File: src/rtl/load_store_unit_if.sv
// Data-memory bus between the load/store unit (master) and memory (slave).
// Handshake: mem_req stays high, with every other request field held stable,
// until the slave returns a one-cycle mem_ack; mem_rdata is valid only with mem_ack.
interface load_store_unit_if;
    logic        mem_req;
    logic        mem_we;
    logic [31:0] mem_addr;
    logic [3:0]  mem_be;
    logic [31:0] mem_wdata;
    logic        mem_ack;
    logic [31:0] mem_rdata;

    modport master (
        output mem_req,
        output mem_we,
        output mem_addr,
        output mem_be,
        output mem_wdata,
        input  mem_ack,
        input  mem_rdata
    );

    modport slave (
        input  mem_req,
        input  mem_we,
        input  mem_addr,
        input  mem_be,
        input  mem_wdata,
        output mem_ack,
        output mem_rdata
    );
endinterface

File: src/rtl/load_store_unit.sv
// Load/store stage: turns an ALU effective address into one req/ack bus access,
// stalls the core while it is outstanding and formats load data for writeback.
module load_store_unit #(
    parameter int TIMEOUT = 16,
    parameter int CNT_W   = 5
) (
    input  logic                      clk,
    input  logic                      rst_n,
    input  logic                      req_valid,
    input  logic                      req_we,
    input  logic [2:0]                funct3,
    input  logic [31:0]               addr,
    input  logic [31:0]               wdata,
    output logic                      stall,
    output logic                      done,
    output logic [31:0]               rdata,
    output logic                      addr_err,
    output logic                      bus_err,
    output logic [1:0]                state_dbg,
    load_store_unit_if.master         mem
);

    typedef enum logic [1:0] {
        ST_IDLE = 2'd0,
        ST_WAIT = 2'd1,
        ST_DONE = 2'd2
    } state_t;

    localparam bit               TIMEOUT_EN = (TIMEOUT != 0);
    localparam logic [CNT_W-1:0] CNT_LAST   = CNT_W'(TIMEOUT - 1);
    localparam logic [CNT_W-1:0] CNT_ONE    = CNT_W'(1);

    state_t            state_q, state_d;
    logic              mem_req_q, mem_req_d;
    logic              mem_we_q, mem_we_d;
    logic [31:0]       mem_addr_q, mem_addr_d;
    logic [3:0]        mem_be_q, mem_be_d;
    logic [31:0]       mem_wdata_q, mem_wdata_d;
    logic [31:0]       rdata_q, rdata_d;
    logic              bus_err_q, bus_err_d;
    logic [CNT_W-1:0]  cnt_q, cnt_d;
    logic [2:0]        f3_q, f3_d;
    logic [1:0]        lane_q, lane_d;

    logic              illegal;
    logic              misaligned;
    logic [3:0]        be_req;
    logic [31:0]       wdata_req;
    logic [31:0]       load_fmt;

    // Request decode; only meaningful while IDLE, the FSM gates its use.
    always_comb begin
        illegal    = 1'b0;
        misaligned = 1'b0;
        if (req_we) begin
            illegal = !(funct3 inside {3'b000, 3'b001, 3'b010});
        end else begin
            illegal = (funct3 inside {3'b011, 3'b110, 3'b111});
        end
        case (funct3[1:0])
            2'b01:   misaligned = addr[0];
            2'b10:   misaligned = (addr[1:0] != 2'b00);
            default: misaligned = 1'b0;
        endcase
    end

    always_comb begin
        be_req    = 4'b1111;
        wdata_req = wdata;
        case (funct3[1:0])
            2'b00: begin
                be_req    = 4'b0001 << addr[1:0];
                wdata_req = {4{wdata[7:0]}};
            end
            2'b01: begin
                be_req    = 4'b0011 << addr[1:0];
                wdata_req = {2{wdata[15:0]}};
            end
            default: begin
                be_req    = 4'b1111;
                wdata_req = wdata;
            end
        endcase
    end

    // Lane and width come from the registered request, not the live core inputs.
    always_comb begin
        logic [7:0]  byte_sel;
        logic [15:0] half_sel;
        byte_sel = mem.mem_rdata[7:0];
        case (lane_q)
            2'd0:    byte_sel = mem.mem_rdata[7:0];
            2'd1:    byte_sel = mem.mem_rdata[15:8];
            2'd2:    byte_sel = mem.mem_rdata[23:16];
            default: byte_sel = mem.mem_rdata[31:24];
        endcase
        half_sel = lane_q[1] ? mem.mem_rdata[31:16] : mem.mem_rdata[15:0];
        case (f3_q)
            3'b000:  load_fmt = {{24{byte_sel[7]}}, byte_sel};
            3'b100:  load_fmt = {24'd0, byte_sel};
            3'b001:  load_fmt = {{16{half_sel[15]}}, half_sel};
            3'b101:  load_fmt = {16'd0, half_sel};
            default: load_fmt = mem.mem_rdata;
        endcase
    end

    always_comb begin
        state_d     = state_q;
        mem_req_d   = mem_req_q;
        mem_we_d    = mem_we_q;
        mem_addr_d  = mem_addr_q;
        mem_be_d    = mem_be_q;
        mem_wdata_d = mem_wdata_q;
        rdata_d     = rdata_q;
        bus_err_d   = 1'b0;
        cnt_d       = cnt_q;
        f3_d        = f3_q;
        lane_d      = lane_q;
        stall       = 1'b0;
        done        = 1'b0;
        addr_err    = 1'b0;

        case (state_q)
            ST_IDLE: begin
                addr_err = req_valid & (illegal | misaligned);
                if (req_valid && !addr_err) begin
                    stall       = 1'b1;
                    state_d     = ST_WAIT;
                    mem_req_d   = 1'b1;
                    mem_we_d    = req_we;
                    mem_addr_d  = {addr[31:2], 2'b00};
                    mem_be_d    = be_req;
                    mem_wdata_d = wdata_req;
                    cnt_d       = '0;
                    f3_d        = funct3;
                    lane_d      = addr[1:0];
                end
            end

            ST_WAIT: begin
                stall = 1'b1;
                // An ack arriving on the last timeout cycle still completes normally.
                if (mem.mem_ack) begin
                    mem_req_d = 1'b0;
                    if (!mem_we_q) begin
                        rdata_d = load_fmt;
                    end
                    state_d = ST_DONE;
                end else if (TIMEOUT_EN && (cnt_q == CNT_LAST)) begin
                    mem_req_d = 1'b0;
                    bus_err_d = 1'b1;
                    state_d   = ST_DONE;
                end else begin
                    cnt_d = cnt_q + CNT_ONE;
                end
            end

            ST_DONE: begin
                done    = 1'b1;
                state_d = ST_IDLE;
            end

            default: begin
                state_d   = ST_IDLE;
                mem_req_d = 1'b0;
            end
        endcase
    end

    always_ff @(posedge clk or negedge rst_n) begin
        if (!rst_n) begin
            state_q     <= ST_IDLE;
            mem_req_q   <= 1'b0;
            mem_we_q    <= 1'b0;
            mem_addr_q  <= '0;
            mem_be_q    <= '0;
            mem_wdata_q <= '0;
            rdata_q     <= '0;
            bus_err_q   <= 1'b0;
            cnt_q       <= '0;
            f3_q        <= '0;
            lane_q      <= '0;
        end else begin
            state_q     <= state_d;
            mem_req_q   <= mem_req_d;
            mem_we_q    <= mem_we_d;
            mem_addr_q  <= mem_addr_d;
            mem_be_q    <= mem_be_d;
            mem_wdata_q <= mem_wdata_d;
            rdata_q     <= rdata_d;
            bus_err_q   <= bus_err_d;
            cnt_q       <= cnt_d;
            f3_q        <= f3_d;
            lane_q      <= lane_d;
        end
    end

    assign mem.mem_req   = mem_req_q;
    assign mem.mem_we    = mem_we_q;
    assign mem.mem_addr  = mem_addr_q;
    assign mem.mem_be    = mem_be_q;
    assign mem.mem_wdata = mem_wdata_q;
    assign rdata         = rdata_q;
    assign bus_err       = bus_err_q;
    assign state_dbg     = state_q;

endmodule

File: src/flat_wrapper.sv
// flat-port wrapper written by rule: the top's interface ports become plain ports
module load_store_unit_flat 
#(
    parameter int TIMEOUT = 16,
    parameter int CNT_W   = 5
)
  (clk, rst_n, req_valid, req_we, funct3, addr, wdata, stall, done, rdata, addr_err, bus_err, state_dbg, mem_mem_req, mem_mem_we, mem_mem_addr, mem_mem_be, mem_mem_wdata, mem_mem_ack, mem_mem_rdata);
  load_store_unit_if mem_i ();
  input  logic clk;
  input  logic rst_n;
  input  logic req_valid;
  input  logic req_we;
  input  logic [2:0] funct3;
  input  logic [31:0] addr;
  input  logic [31:0] wdata;
  output logic stall;
  output logic done;
  output logic [31:0] rdata;
  output logic addr_err;
  output logic bus_err;
  output logic [1:0] state_dbg;
  output wire logic [$bits(mem_i.mem_req)-1:0] mem_mem_req;
  output wire logic [$bits(mem_i.mem_we)-1:0] mem_mem_we;
  output wire logic [$bits(mem_i.mem_addr)-1:0] mem_mem_addr;
  output wire logic [$bits(mem_i.mem_be)-1:0] mem_mem_be;
  output wire logic [$bits(mem_i.mem_wdata)-1:0] mem_mem_wdata;
  input wire logic [$bits(mem_i.mem_ack)-1:0] mem_mem_ack;
  input wire logic [$bits(mem_i.mem_rdata)-1:0] mem_mem_rdata;
  assign mem_mem_req = mem_i.mem_req;
  assign mem_mem_we = mem_i.mem_we;
  assign mem_mem_addr = mem_i.mem_addr;
  assign mem_mem_be = mem_i.mem_be;
  assign mem_mem_wdata = mem_i.mem_wdata;
  assign mem_i.mem_ack = mem_mem_ack;
  assign mem_i.mem_rdata = mem_mem_rdata;
  load_store_unit #(.TIMEOUT(TIMEOUT), .CNT_W(CNT_W)) u_core (.clk(clk), .rst_n(rst_n), .req_valid(req_valid), .req_we(req_we), .funct3(funct3), .addr(addr), .wdata(wdata), .stall(stall), .done(done), .rdata(rdata), .addr_err(addr_err), .bus_err(bus_err), .state_dbg(state_dbg), .mem(mem_i));
endmodule
File: config.mk
export PLATFORM = sky130hd
export DESIGN_NAME = load_store_unit_flat
export DESIGN_NICKNAME = d
export VERILOG_FILES = /design/src/rtl/load_store_unit_if.sv /design/src/rtl/load_store_unit.sv /design/src/flat_wrapper.sv
export SDC_FILE = /design/constraint.sdc
export NUM_CORES = 1
export LEC_CHECK = 0
export CORE_UTILIZATION = 40
export DETAILED_ROUTE_END_ITERATION = 10
export PLACE_DENSITY = 0.77
export SYNTH_ARGS = -nofsm -noshare
export SYNTH_HDL_FRONTEND = slang
export SYNTH_SLANG_ARGS = --single-unit
File: constraint.sdc
create_clock -name clk -period 1.9 [get_ports clk]
set_input_delay 0.285 -clock clk [delete_from_list [all_inputs] [get_ports clk]]
set_output_delay 0.285 -clock clk [all_outputs]
set_load 0.02 [all_outputs]
# After elaboration in Yosys (flattened, before gate mapping)
# Index checks and enable logic that the tools add are counted.
# op_classes
mux	26
bitwise	4
n_shift	2
multipliers	0
n_eq_ne	19
add_sub_neg	1
magnitude_cmp	0
div_mod_pow	0
n_reduce_logical	17
# op_table
operator	n
case mux 32 bit (4 select lines)	1
case mux 32 bit (2 select lines)	1
case mux 8 bit (3 select lines)	1
two-way mux 16 bit	1
two-way mux 5 bit	3
equality test 3 bit (second input constant)	4
two-way mux 1 bit	10
case mux 5 bit (2 select lines)	1
case mux 4 bit (2 select lines)	1
equality test 2 x 1 -> 1 bit (second input constant)	3
equality test 2 bit (second input constant)	3
equality test 3 x 1 -> 1 bit (second input constant)	2
equality test 3 x 2 -> 1 bit (second input constant)	2
logical NOT 2 bit	3
logical NOT 3 bit	2
two-way mux 2 bit	3
AND reduction 3 bit	2
nonzero test 3 bit	2
adder 5 x 1 -> 5 bit (second input constant)	1
equality test 5 x 4 -> 1 bit (second input constant)	1
inequality test 2 bit (second input constant)	2
case mux 1 bit (2 select lines)	2
case mux 2 bit (2 select lines)	1
AND reduction 2 bit	2
12 further kinds	15
# word_totals
rom_bits	0
input_bits	104
elab_cells	80
mem_bits_rw	0
output_inout_bits	108
memories	0
regBits	113
latch_bits	0

# Depth between registers and ports, before layout
# logic_depth
ltp_word	10
depth_mapped	8

# Worst setup path after synthesis
# No wires, ideal clock.
# synth_timing
kind	register -> register
from	register u_core.cnt_q[0]
to	register u_core.cnt_q[3]
path_slack_ns	-0.208
setup_time_ns	0.134
stages_incl_launch_ff	8
required_time_ns	1.766
t_arrival_ns	1.974
path_cell_list	dfrtp_1 ha_1 and3_1 ha_1 or4b_2 clkbuf_1 nand2_1 o22ai_1
# synth_via
elab_chain_len	4
# synth_lines
item	line	source
start: declaration	load_store_unit.sv:41	logic [CNT_W-1:0] cnt_q, cnt_d;
start signal: assignment	load_store_unit.sv:192	cnt_q <= cnt_d;
adder 5 x 1 -> 5 bit	load_store_unit.sv:154	cnt_d = cnt_q + CNT_ONE;
two-way mux 5 bit	load_store_unit.sv:149	end else if (TIMEOUT_EN && (cnt_q == CNT_LAST)) begin
two-way mux 5 bit	load_store_unit.sv:143	if (mem.mem_ack) begin
case mux 5 bit (2 select lines)	load_store_unit.sv:123	case (state_q)
# Several ways; a longest one is shown, not always the timed one. The select of a mux whose other input is x is not followed.
# A chain may end at the register's enable or synchronous reset.

# Worst setup path after layout
# layout_timing
from	input funct3[0]
to	output stall
# layout_via
elab_chain_len	10
# layout_lines
item	line	source
start: declaration	flat_wrapper.sv:13	input logic [2:0] funct3;
equality test 3 x 1 -> 1 bit (tied with other cells)	load_store_unit.sv:56	illegal = !(funct3 inside {3'b000, 3'b001, 3'b010});
nonzero test 3 bit	load_store_unit.sv:56	
logical NOT 1 bit	load_store_unit.sv:56	
two-way mux 1 bit	load_store_unit.sv:55	if (req_we) begin
OR 1 bit *	load_store_unit.sv:125	addr_err = req_valid & (illegal | misaligned);
AND 1 bit *	load_store_unit.sv:125	
logical NOT 1 bit *	load_store_unit.sv:126	if (req_valid && !addr_err) begin
logical AND 1 bit *	load_store_unit.sv:126	
two-way mux 1 bit *	load_store_unit.sv:126	
case mux 1 bit (2 select lines) *	load_store_unit.sv:123	
end: declaration	flat_wrapper.sv:16	output logic stall;
# Mark *: on every way between the ends. The rest lies on a longest branch, timed or not.

==> key figures <==
STA
  – Pins Over Slew Limit: 0
  – Post-route setup slack: -85.5 ps
  – Min Hold Slack: approximately 250 ps
  – Worst relative slew slack: approximately 55%
  – Max frequency: a little over 500 MHz
  – RSZ-0062 raised after global routing: true
  – Setup Viol. Count Final: 2
  – Clock Skew: roughly 8.4 ps
  – Hold Vio Cnt, Final: 0
  – Setup TNS: -151 ps
  – Final min period: roughly 2000 ps
  – Fin crit share: 105%
  – Least-Margin Pin Slew: about 680 ps

Power and ir drop
  – Tot Pwr: about 14 mW
  – Clock power share: between 20% and 30%
  – Switch share: a little over a third
  – P_sw: roughly 5 mW
  – Leakage: 3.91 nW
  – VDD IR max: roughly 0.99 mV
  – Cell internal pwr: 9.35 mW
  – Pwr Density: 1600 nW/µm²
  – Sequential share of power: between 20% and 30%
  – Gate power share: a little under half

Place
  – Port bufs: roughly 210
  – Area after DPL: just over 8000 µm²
  – DP Cell Count: a little under 900
  – DP HPWL: roughly 12 mm
  – Place WS: -697 ps
  – GP Congestion: between 0.8 and 0.9

Drt
  – Final WL: approximately 16 mm
  – DRT iter0 DRCs: 280
  – DR vias/cell: 5.18
  – Via count: 4771
  – Drt wl/cell: around 17 µm
  – Remaining DRCs: 0
  – Antenna viol nets, final: 0
  – Drt pass-1 iters: 5

Run status
  – Violated checks: negative setup slack
  – Status: complete, but fails checks

Logic synthesis
  – Mapped cell area: approximately 5500 µm²
  – Unique cell type count in the Yosys netlist: 46
  – Yosys top cell area share: 51.4%
  – Register area share after synthesis: 51.4%
  – Syn Inst Count: approximately 480
  – Register bit total from synthesis: 113
  – Top cells by count, synth: dfrtp_1, nand2_1, mux2_2, nand3_1, mux2_4
  – Post-synth top area cell: dfrtp_1
  – Synth top area cells: dfrtp_1, mux2_2, mux2_4
  – EDFF count, synth: 0
  – Synth Warn #: 0
  – Async SR Flop Fraction: 100%
  – Ys flop type: dfrtp_1
  – Count leader, synth: dfrtp_1
  – Syn_area_per_cell: between 10 and 15 µm²

CTS
  – Root buffer cell: clkbuf_16
  – CTS clock-pin slew for the worst setup and hold paths: 50 ps
  – TritonCTS clock tree: yes
  – Clk sinks: 113
  – Worst-skew pair later-pin latency: between 400 and 500 ps
  – CTS max path bufs: 2
  – H-tree lvl count: 4
  – Num CTS Buffers: 17

Layout
  – Antenna diodes: 0
  – Layout Cells excl Fill: 921
  – Nets: about 840
  – Fin area: about 9000 µm²
  – Final core occ: around 67%
  – Share of cells above drive strength 1: 28.6%
  – Area Growth Syn to Fin: 63.1%

Run
  – # Max-Cap Violations: 0

Die
  – Initial core utilization: between 40% and 50%
  – # rows: 42
  – Core footprint: around 13000 µm²
  – Die Area: about 14000 µm²
  – Die Wd: 119 µm
  – I/O pins: ~210
  – Die Ht: between 100 and 150 µm

GRT
  – GRT overflow: 0
  – Gr usage total: around 23%
  – Initial antenna violation count: 0
  – Largest net degree at the start of global routing: 37
  – First-pass GRT wire length: about 25 mm
  – Vias in the first global route: ~4900

Critical path
  – Critical Path RT: between 1500 and 2000 ps
  – Worst setup path class: input pin to output port
  – Crit path max fanout: 3
  – Max stage delay cell, worst path: nor4_4
  – Setup crit start kind: input pin
  – Critical path capture point type: output port
  – Slowest cell delay on critical path: a little over 300 ps
  – CP cell instances: buf_12 > buf_6 > ha_4 > buf_6 > o21ai_4 > a21boi_4 > nor4_4 > buf_6 > nand2b_4 > buf_6
  – Most used cell, CP: buf_6
  – Arr. time, crit path: 1700 ps

Min path
  – Hold Crit Class: input pin to register
==> logic make-up (layout without fill, tap and decap cells) <==
logic type,Yosys count,count (layout),synth area share (%)
mux,85,85,19.6
simple gates,165,165,14.5
xor+xnor,1,1,0.159
buf+inv,44,305,4.33
other cells,1,2,0.0682
flops,113,113,51.4
fa+ha+maj,6,6,1.37
compound gates,68,68,8.49
==> path summary, 6_finish.rpt <==
kind                                              from                        to  slack, ps  cells past startpoint
min in group asynchronous                        rst_n   u_core.mem.mem_wdata[4]        380                      2
max in group asynchronous                        rst_n  u_core.mem.mem_wdata[23]        910                      3
worst min-delay path                         funct3[0]            u_core.f3_q[0]        250                      3
worst min register to register  u_core.mem.mem_addr[7]    u_core.mem.mem_addr[7]        490                      1
worst max register to register         u_core.cnt_q[1]           u_core.cnt_q[2]        -70                      7
worst max-delay path                         funct3[0]                     stall        -90                     10
==> critical path: cells and delay by family <==
kind	cells	cell delay [ps]
AO/OA/AOI/OAI	2	240
adder cells (fa/ha/maj)	1	150
buffers and inverters	5	590
AND/OR/NAND/NOR	2	420
==> sequential cells by signal (all words and copies together) (netlist names) <==
signal	flops
u_core.bus_err	1
u_core.cnt_q	5
u_core.state_dbg	2
u_core.mem.mem_be	4
u_core.mem.mem_req	1
u_core.lane_q	2
u_core.mem.mem_we	1
u_core.f3_q	3
u_core.mem.mem_wdata	32
u_core.mem.mem_addr	30
u_core.rdata	32
==> layout by cell type, fill, tap and decap left out, types with 2 or more instances in the layout <==
| master | n |
|---|---|
| dlygate4sd2_1 | 2 |
| buf_4 | 36 |
| clkinv_2 | 6 |
| a31oi_1 | 5 |
| a21oi_1 | 12 |
| nand2_1 | 80 |
| o22ai_2 | 4 |
| nor2b_1 | 3 |
| nor3b_1 | 4 |
| a211oi_1 | 2 |
| buf_6 | 13 |
| o21ai_0 | 12 |
| a22o_1 | 8 |
| nor3_1 | 6 |
| clkbuf_8 | 3 |
| mux2_1 | 2 |
| nand2b_1 | 5 |
| dfrtp_1 | 113 |
| o221a_2 | 5 |
| nor2_1 | 5 |
| mux2_4 | 36 |
| o221ai_1 | 2 |
| a22oi_1 | 8 |
| nand3b_1 | 8 |
| nand2_2 | 3 |
| buf_12 | 7 |
| clkdlybuf4s50_1 | 202 |
| nand3_1 | 33 |
| inv_1 | 7 |
| or2_2 | 5 |
| bufinv_16 | 3 |
| or2_4 | 2 |
| clkbuf_16 | 18 |
| ha_4 | 5 |
| mux2_2 | 43 |
| clkinvlp_4 | 2 |
| nor2_2 | 2 |
| mux2i_1 | 3 |
| conb_1 | 2 |
| nand2b_4 | 2 |
==> power by group through the flow <==
stage               Clock, mW  Combinational (mW)  Sequential [mW]
floorplan                   0                2.25             5.49
global placement            0                6.56             4.24
detailed placement          0                6.66             4.30
CTS                      3.31                6.75             4.29
global route             3.41                7.18             4.43
finish                   3.25                6.81             4.29
==> per-layer routing <==
layer  vias up  wire length [µm]  share of wire (%)  GRT usage [%]
met5         -                 0                  0              0
li1       2201                 -                  -              -
met1      2341              6680                 41           29.1
met2       194              7960                 49           37.0
met4         0               479                3.0           11.5
met3        35               978                6.1           5.51
==> cell type report <==
| type | count | area [µm²] |
|---|---|---|
| flip-flops and latches | 113 | 2830 |
| clock inverters | 11 | 135 |
| well taps | 176 | 220 |
| clock buffers | 21 | 470 |
| multi-input cells | 327 | 2620 |
| repair buffers | 263 | 2640 |
| inverters | 10 | 52.6 |
| fillers | 1016 | 4380 |
==> repair_timing <==
| item | 4_1_cts | 5_1_grt |
|---|---|---|
| cloned | 0 | 1 |
| setup buffers | 8 | 7 |
| resized for setup | 36 | 19 |
| hold buffers | 1 | 0 |
| endpoints found under the setup margin | 78 | 69 |
| pin swaps | 6 | 7 |
| hold endpoints to repair | 30 | 0 |
Power figures use the tool's default switching activity.
